**config.mk**
```make
export PLATFORM = sky130hd
export DESIGN_NAME = shift_register
export DESIGN_NICKNAME = d
export VERILOG_FILES = /design/src/rtl/shift_register.sv
export SDC_FILE = /design/constraint.sdc
export NUM_CORES = 1
export LEC_CHECK = 0
export BUFFER_PORTS_ARGS = -buffer_cell sky130_fd_sc_hd__buf_2
export CAP_MARGIN = 20
export CORE_AREA = 3 3 40 42
export CTS_BUF_LIST = sky130_fd_sc_hd__clkbuf_8 sky130_fd_sc_hd__clkbuf_16
export DETAILED_ROUTE_END_ITERATION = 10
export DIE_AREA = 0 0 43 45
export SLEW_MARGIN = 20
export SYNTH_ARGS = -nofsm -noshare
export SYNTH_HDL_FRONTEND = slang
export SYNTH_SLANG_ARGS = --single-unit
```
**constraint.sdc**
```tcl
create_clock -name clk -period 0.8 [get_ports clk]
set_input_delay 0.16 -clock clk [delete_from_list [all_inputs] [get_ports clk]]
set_output_delay 0.16 -clock clk [all_outputs]
set_load 0.005 [all_outputs]
```
**src/rtl/shift_register.sv**
```systemverilog
// N-bit shift register with parallel load and left shift.
// Reset, load and shift act only on the rising clock edge. Reset has the
// highest priority, then load, then shift. When none of them is active, the
// register holds its value. PO is driven straight from the register, so no
// input has a combinational path to the output.
module shift_register #(
  parameter int N = 5
) (
  input  logic [N-1:0] PI,
  input  logic         clk,
  input  logic         rst,
  input  logic         sin,
  input  logic         ld,
  input  logic         shl,
  output logic [N-1:0] PO
);

  logic [N-1:0] r;

  // Update the data register once per rising edge, in priority order: rst, ld, shl.
  always_ff @(posedge clk) begin
    if (rst) begin
      r <= '0;
    end else if (ld) begin
      r <= PI;
    end else if (shl) begin
      r <= {r[N-2:0], sin};
    end
  end

  assign PO = r;

endmodule

```
Yosys cells after proc, flatten, opt, wreduce, memory -nomap -nowiden. Index checks and enable logic that the tools add are counted.

Bits of input ports: 10. Output and inout port bits: 5. Logic and storage cells: 4. Bits in registers: 5.

Reductions and logical operators: 1. Muxes and demuxes: 2.

Operators by type and width (number): 5-bit 2-to-1 mux (2); 2-bit nonzero test (1).

Logic depth before layout (Yosys ltp). Gate-level depths: netlist of run 1.

Depth after elaboration: 2. Mapped depth: 3. Mapped depth without buffers: 2.

Worst setup path before layout of run 1. OpenSTA, ideal clock, no wires.

Kind: register to register. Start point: reg r[0], in the netlist PO[0]. End point: reg r[1], in the netlist PO[1]. Clock period less this slack: 691 ps. Data arrival time: 606 ps. Setup time: 86 ps. Buffers on the path: 0. Cell stages (with the launch flop): 3. Data required time: 714 ps. Path slack: 109 ps. Path through: dfxtp_1 -> mux2i_1 -> a211oi_1.

Longest elaborated chain between the ends: 2.

RTL lines: from (decl) (RTL line 18) `logic [N-1:0] r;`; from (signal assigned) (RTL line 27) `r <= {r[N-2:0], sin};`; 5-bit 2-to-1 mux (RTL line 26) `end else if (shl) begin`; 5-bit 2-to-1 mux (RTL line 24) `end else if (ld) begin`.

Every way passes these cells. The select of a mux whose other input is x is not followed. A chain may end at the register's enable or synchronous reset.

Worst setup path after layout of run 1.
Start point: reg r[3], in the netlist PO[3]. End point: out PO[3].

RTL lines: to (decl) (RTL line 15) `output logic [N-1:0] PO`.

No word-level cell between the ends.

==> results of run 1 <==
through the flow:
step,total power [mW],worst slack [ns],utilization (%)
6_report,0.847,-0.0195,30.0
2_1_floorplan,0.335,0.109,-
4_1_cts,0.846,-0.0233,28.2
3_5_place_dp,0.382,0.0264,24.2
3_3_place_gp,0.382,0.0294,24.2
5_1_grt,0.882,-0.0488,30.0
cell families (layout without fill, tap and decap cells):
logic type      count (synthesis)  in the layout  share of synthesized area (%)
compound gates                  5              5                           16.0
buf+inv                         2             19                           6.42
flops                           5              5                           42.8
mux                             5              5                           21.4
simple gates                    5              5                           13.4
worst min path at each step:
stage	slack, ns	to
2_1_floorplan	0.23	PO[0]
3_3_place_gp	0.39	PO[3]
3_5_place_dp	0.40	PO[4]
4_1_cts	0.16	PO[0]
5_1_grt	0.18	PO[4]
6_report	0.17	PO[4]
cell usage after synthesis:
library cell,count,area share (%)
inv_1,1,1.6
a211oi_1,5,16
buf_6,1,4.8
mux2i_1,5,21
dfxtp_1,5,43
nor2b_1,5,13
repair_timing:
| action | CTS | global route |
|---|---|---|
| endpoints found under the setup margin | 5 | 6 |
| gates resized for setup | 5 | 4 |
| pin swaps | 0 | 0 |
layer usage:
metal,vias to the layer above,routed length (um)
li1,112,-
met1,80,231
met2,17,184
met3,4,93
met4,0,48
met5,-,0
cell type report:
| type | count | area, sq um | area share, % |
|---|---|---|---|
| clock buffer | 3 | 41.3 | 10.7 |
| multi-input combinational | 15 | 129 | 33.4 |
| tap | 15 | 18.8 | 4.87 |
| inverter | 1 | 3.75 | 0.974 |
| sequential | 5 | 106 | 27.6 |
| clock inverter | 1 | 3.75 | 0.974 |
| timing repair buffer | 14 | 82.6 | 21.4 |
power by group:
| group | switching (mW) | total (mW) | internal (mW) |
|---|---|---|---|
| Clock | 0.121 | 0.449 | 0.329 |
| Combinational | 0.0463 | 0.111 | 0.0644 |
| Sequential | 0.0131 | 0.287 | 0.274 |
==> results.cfg, run 1 <==
[worst_setup_path]
crit_buf_inv = 1
critPathTopFamily = flip-flops
critPathLaunchType = flip-flop
rrSetupSlack_ns = 0.07
path_cells = buf_2
timing.rr.end = PO[3]
timing.critical_path.required_ns = 0.64
rr_startpoint = PO[2]
max_stage_delay_ns = 0.33
r2r.worst_path.cells = 2
cp-end-kind = primary output
critPathLaunch = PO[3]
worst-setup-path-type = reg -> out
critical_path.slowest_cell = dfxtp_2
cp.arrival_ns = 0.66
worstSetupPathDepth = 1
crit_path_end = PO[3]
critPathMaxFanout = 3

[finish]
final_cells = 54
largest_reg_flops = 5
final_cell_mix = buf_2 (12), dfxtp_2 (5), mux2i_1 (5), nor2b_1 (5)
area_growth_pct = 64.7
num-nets-final = 50
final_common_cell = buf_2
n_fill_cell = 146
final_cell_area_sq_um = 385
n_antenna_cell = 0
drive_above_1_share_pct = 61.5

[clocking]
cts.clk_slew.worst_paths_ns = 0.03
post_cts_buffers = 0
cts_buffers = 3
cts_buffer_depth = 2
cts_tree = done
cts_root_buf = clkbuf_8
htreeDepth = 1
postCtsHoldBufs = 0
clock_sinks = 5
clk_latency_ns = 0.22

[flow_run]
maxCapViolations = 0

[timing]
whs_ns = 0.167
slew_viol_final = 0
fin_crit_sh_pct = 102
period_minus_slack_ns = 0.819
fin_skew_ns = 0.000462
tightest_slew_ns = 0.186
finalSetupViolations = 5
hold_viol = 0
fmax_mhz = 1220
fin_tns_setup_ns = -0.0439
rsz0062_at_grt = yes
relSlewSlack_pct = 87.2
setup_ws_ns = -0.0195

[logic_synthesis]
netlist_instances = 22
yosysSeqAreaShare_pct = 42.8
synth.distinct_cells = 6
synth-seq-cells = 5
yosysWarnings = 0
syn_area_sq_um = 234
synth_nets = 32
postSynthAreaPerCell_sq_um = 10.6

[grt]
met3_usage_pct = 4.38
grt_usage_pct = 7.17
antenna_found_initial = 0
grt_max_degree = 7
met2_usage_pct = 6.59
gr-usage-met1_pct = 7.73
grt_pass1_wl_um = 855
grt.busiest_layer = met4
grt_overflow = 0
grt_pass1_vias = 206

[worst_hold_path]
hp-start = rst
worstHoldPathCells = 2
hold_class = in -> reg

[pwr]
p_leak_nw = 0.184
power.density_nw_per_um2 = 2200
vdd_ir_drop_max_mv = 0.571

[drt]
routedWlPerCell_um = 10.3
firstDrtPassIters = 2
vias = 213
drtIter0Drc = 1
postRouteAntennaNets = 0
remaining_drc_errors = 0
routed_via_density = 3.94
drt_wl_total_um = 558

[placement]
placed_area_sq_um = 312
place_inst = 50
io_buffers = 14
place_congestion = 0.631

[floorplanning]
rows = 13
ios = 15
dieArea_sq_um = 1940
die_x_um = 43
die_y_um = 45
core_sq_um = 1280
initial_core_util_pct = 18.2

[status]
outcome = finished, violations left
violations = setup timing
No activity file was read; power rests on OpenSTA's default activity.
==> inputs of run 2 (changes only) <==
==> constraint.sdc (replaced) <==
create_clock -name clk -period 0.8 [get_ports clk]
set_input_delay 0.16 -clock clk [delete_from_list [all_inputs] [get_ports clk]]
set_output_delay 0.16 -clock clk [all_outputs]
set_load 0.1 [all_outputs]
==> run 2 against run 1 <==
Compared with the run above:
- combinational power grew to 2.9 times the previous value
- critical path type unchanged
- sequential power is essentially flat
- setup slack worse by 0.079 ns
- the flow still finishes with violations (setup timing)
- highest routed layer unchanged
- non-clock buffer count up 4
- clock skew is essentially flat
- largest cell class is now buffers
- routed wire length increased by 4.1%
- global-route usage increased by 0.77 points
==> results.cfg, run 2 (synthesis results as in run 1) <==
[placement]
place_congestion = 0.705
placed_area_sq_um = 405
io_buffers = 14
place_inst = 50

[pwr]
vdd_ir_drop_max_mv = 1.12
power.density_nw_per_um2 = 2160
power.total_mw = 1.07
p_leak_nw = 0.218

[finish]
n_antenna_cell = 0
final_cell_area_sq_um = 493
area_growth_pct = 111
final_cells = 58
final_common_cell = buf_2
num-nets-final = 54
final_cell_mix = buf_2 (9), dfxtp_4 (5), nor2b_1 (5), buf_12 (5)
multi_input_area_sq_um = 131
seqCellArea_sq_um = 119
drive_above_1_share_pct = 67.4
largest_reg_flops = 5
n_fill_cell = 128

[floorplanning]
initial_core_util_pct = 18.2
rows = 13
ios = 15
die_x_um = 43
core_sq_um = 1280
dieArea_sq_um = 1940
die_y_um = 45

[timing]
slew_viol_final = 0
fmax_mhz = 1110
fin_skew_ns = 0.000936
finalSetupViolations = 9
setup_ws_ns = -0.0981
relSlewSlack_pct = 88.1
tightest_slew_ns = 0.175
period_minus_slack_ns = 0.898
fin_crit_sh_pct = 112
hold_viol = 0
rsz0062_at_grt = yes

[status]
outcome = finished, violations left
violations = setup timing

[worst_setup_path]
critPathLaunchType = flip-flop
worst-setup-path-type = reg -> out
critPathMaxFanout = 2
path_cells = buf_12
crit_buf_inv = 1
cp-end-kind = primary output
timing.critical_path.required_ns = 0.64
max_stage_delay_ns = 0.35
critPathTopFamily = flip-flops
critical_path.slowest_cell = dfxtp_4
rrSetupSlack_ns = -0.05
worstSetupPathDepth = 1
r2r.worst_path.cells = 3
cp.arrival_ns = 0.74

[grt]
grt_max_degree = 7
grt_pass1_wl_mm = 1.01
grt_usage_pct = 7.94
grt_overflow = 0
grt_pass1_vias = 245
antenna_found_initial = 0

[worst_hold_path]
worstHoldPathCells = 2
hold_class = in -> reg

[drt]
vias = 240
drt_wl_total_um = 581
drtIter0Drc = 1
firstDrtPassIters = 2
remaining_drc_errors = 0
routed_via_density = 4.14
routedWlPerCell_um = 10.0
postRouteAntennaNets = 0

[clocking]
cts_buffers = 3
postCtsHoldBufs = 0
clock_sinks = 5
cts_buffer_depth = 2
cts.clk_slew.worst_paths_ns = 0.04
cts_tree = done
htreeDepth = 1
clk_latency_ns = 0.22
cts_root_buf = clkbuf_8

[flow_run]
maxCapViolations = 0
-- run 2: repair_timing --
action                     4_1_cts  5_1_grt
buffers inserted                 4        0
resized for setup                0        3
pin swaps                        0        1
setup endpoints to repair        5       10
-- run 2: worst paths after layout --
kind / end / startpoint
worst max register to register: PO[3] / PO[2]
worst min register to register: PO[4] / PO[4]
worst max-delay path: PO[4] / PO[4]
worst min-delay path: PO[3] / rst
-- run 2: through the flow --
| stage | hold slack [ns] | utilization [%] | setup TNS, ns | worst slack (ns) |
|---|---|---|---|---|
| floorplan | 0.223 | - | -0.517 | -0.105 |
| global placement | 0.385 | 31.5 | 0 | 0.0446 |
| detailed placement | 0.385 | 31.5 | 0 | 0.0342 |
| CTS | 0.151 | 37.4 | -0.604 | -0.105 |
| global route | 0.166 | 38.4 | -0.930 | -0.117 |
| finish | 0.157 | 38.4 | -0.603 | -0.0981 |
-- run 2: layout make-up --
type	instances	area share [%]
Clock inverter	1	0.761
Sequential cell	5	24.1
Multi-Input combinational cell	15	26.6
Tap cell	15	3.81
Timing Repair Buffer	18	35.5
Inverter	1	0.761
Clock buffer	3	8.38
-- run 2: per-layer routing --
layer  share of wire, %  vias to the layer above  GRT usage [%]
li1                   -                      121              -
met4                5.3                        0           10.8
met5                  0                        -              0
met1                 38                      106           7.79
met2                 48                        9           10.8
met3                7.7                        4           3.59
-- run 2: report_power, final --
part | total [mW] | switching, mW | internal [mW]
clock | 0.458 | 0.129 | 0.329
combinational | 0.322 | 0.188 | 0.135
sequential | 0.286 | 0.0189 | 0.267
total | 1.07 | 0.336 | 0.731
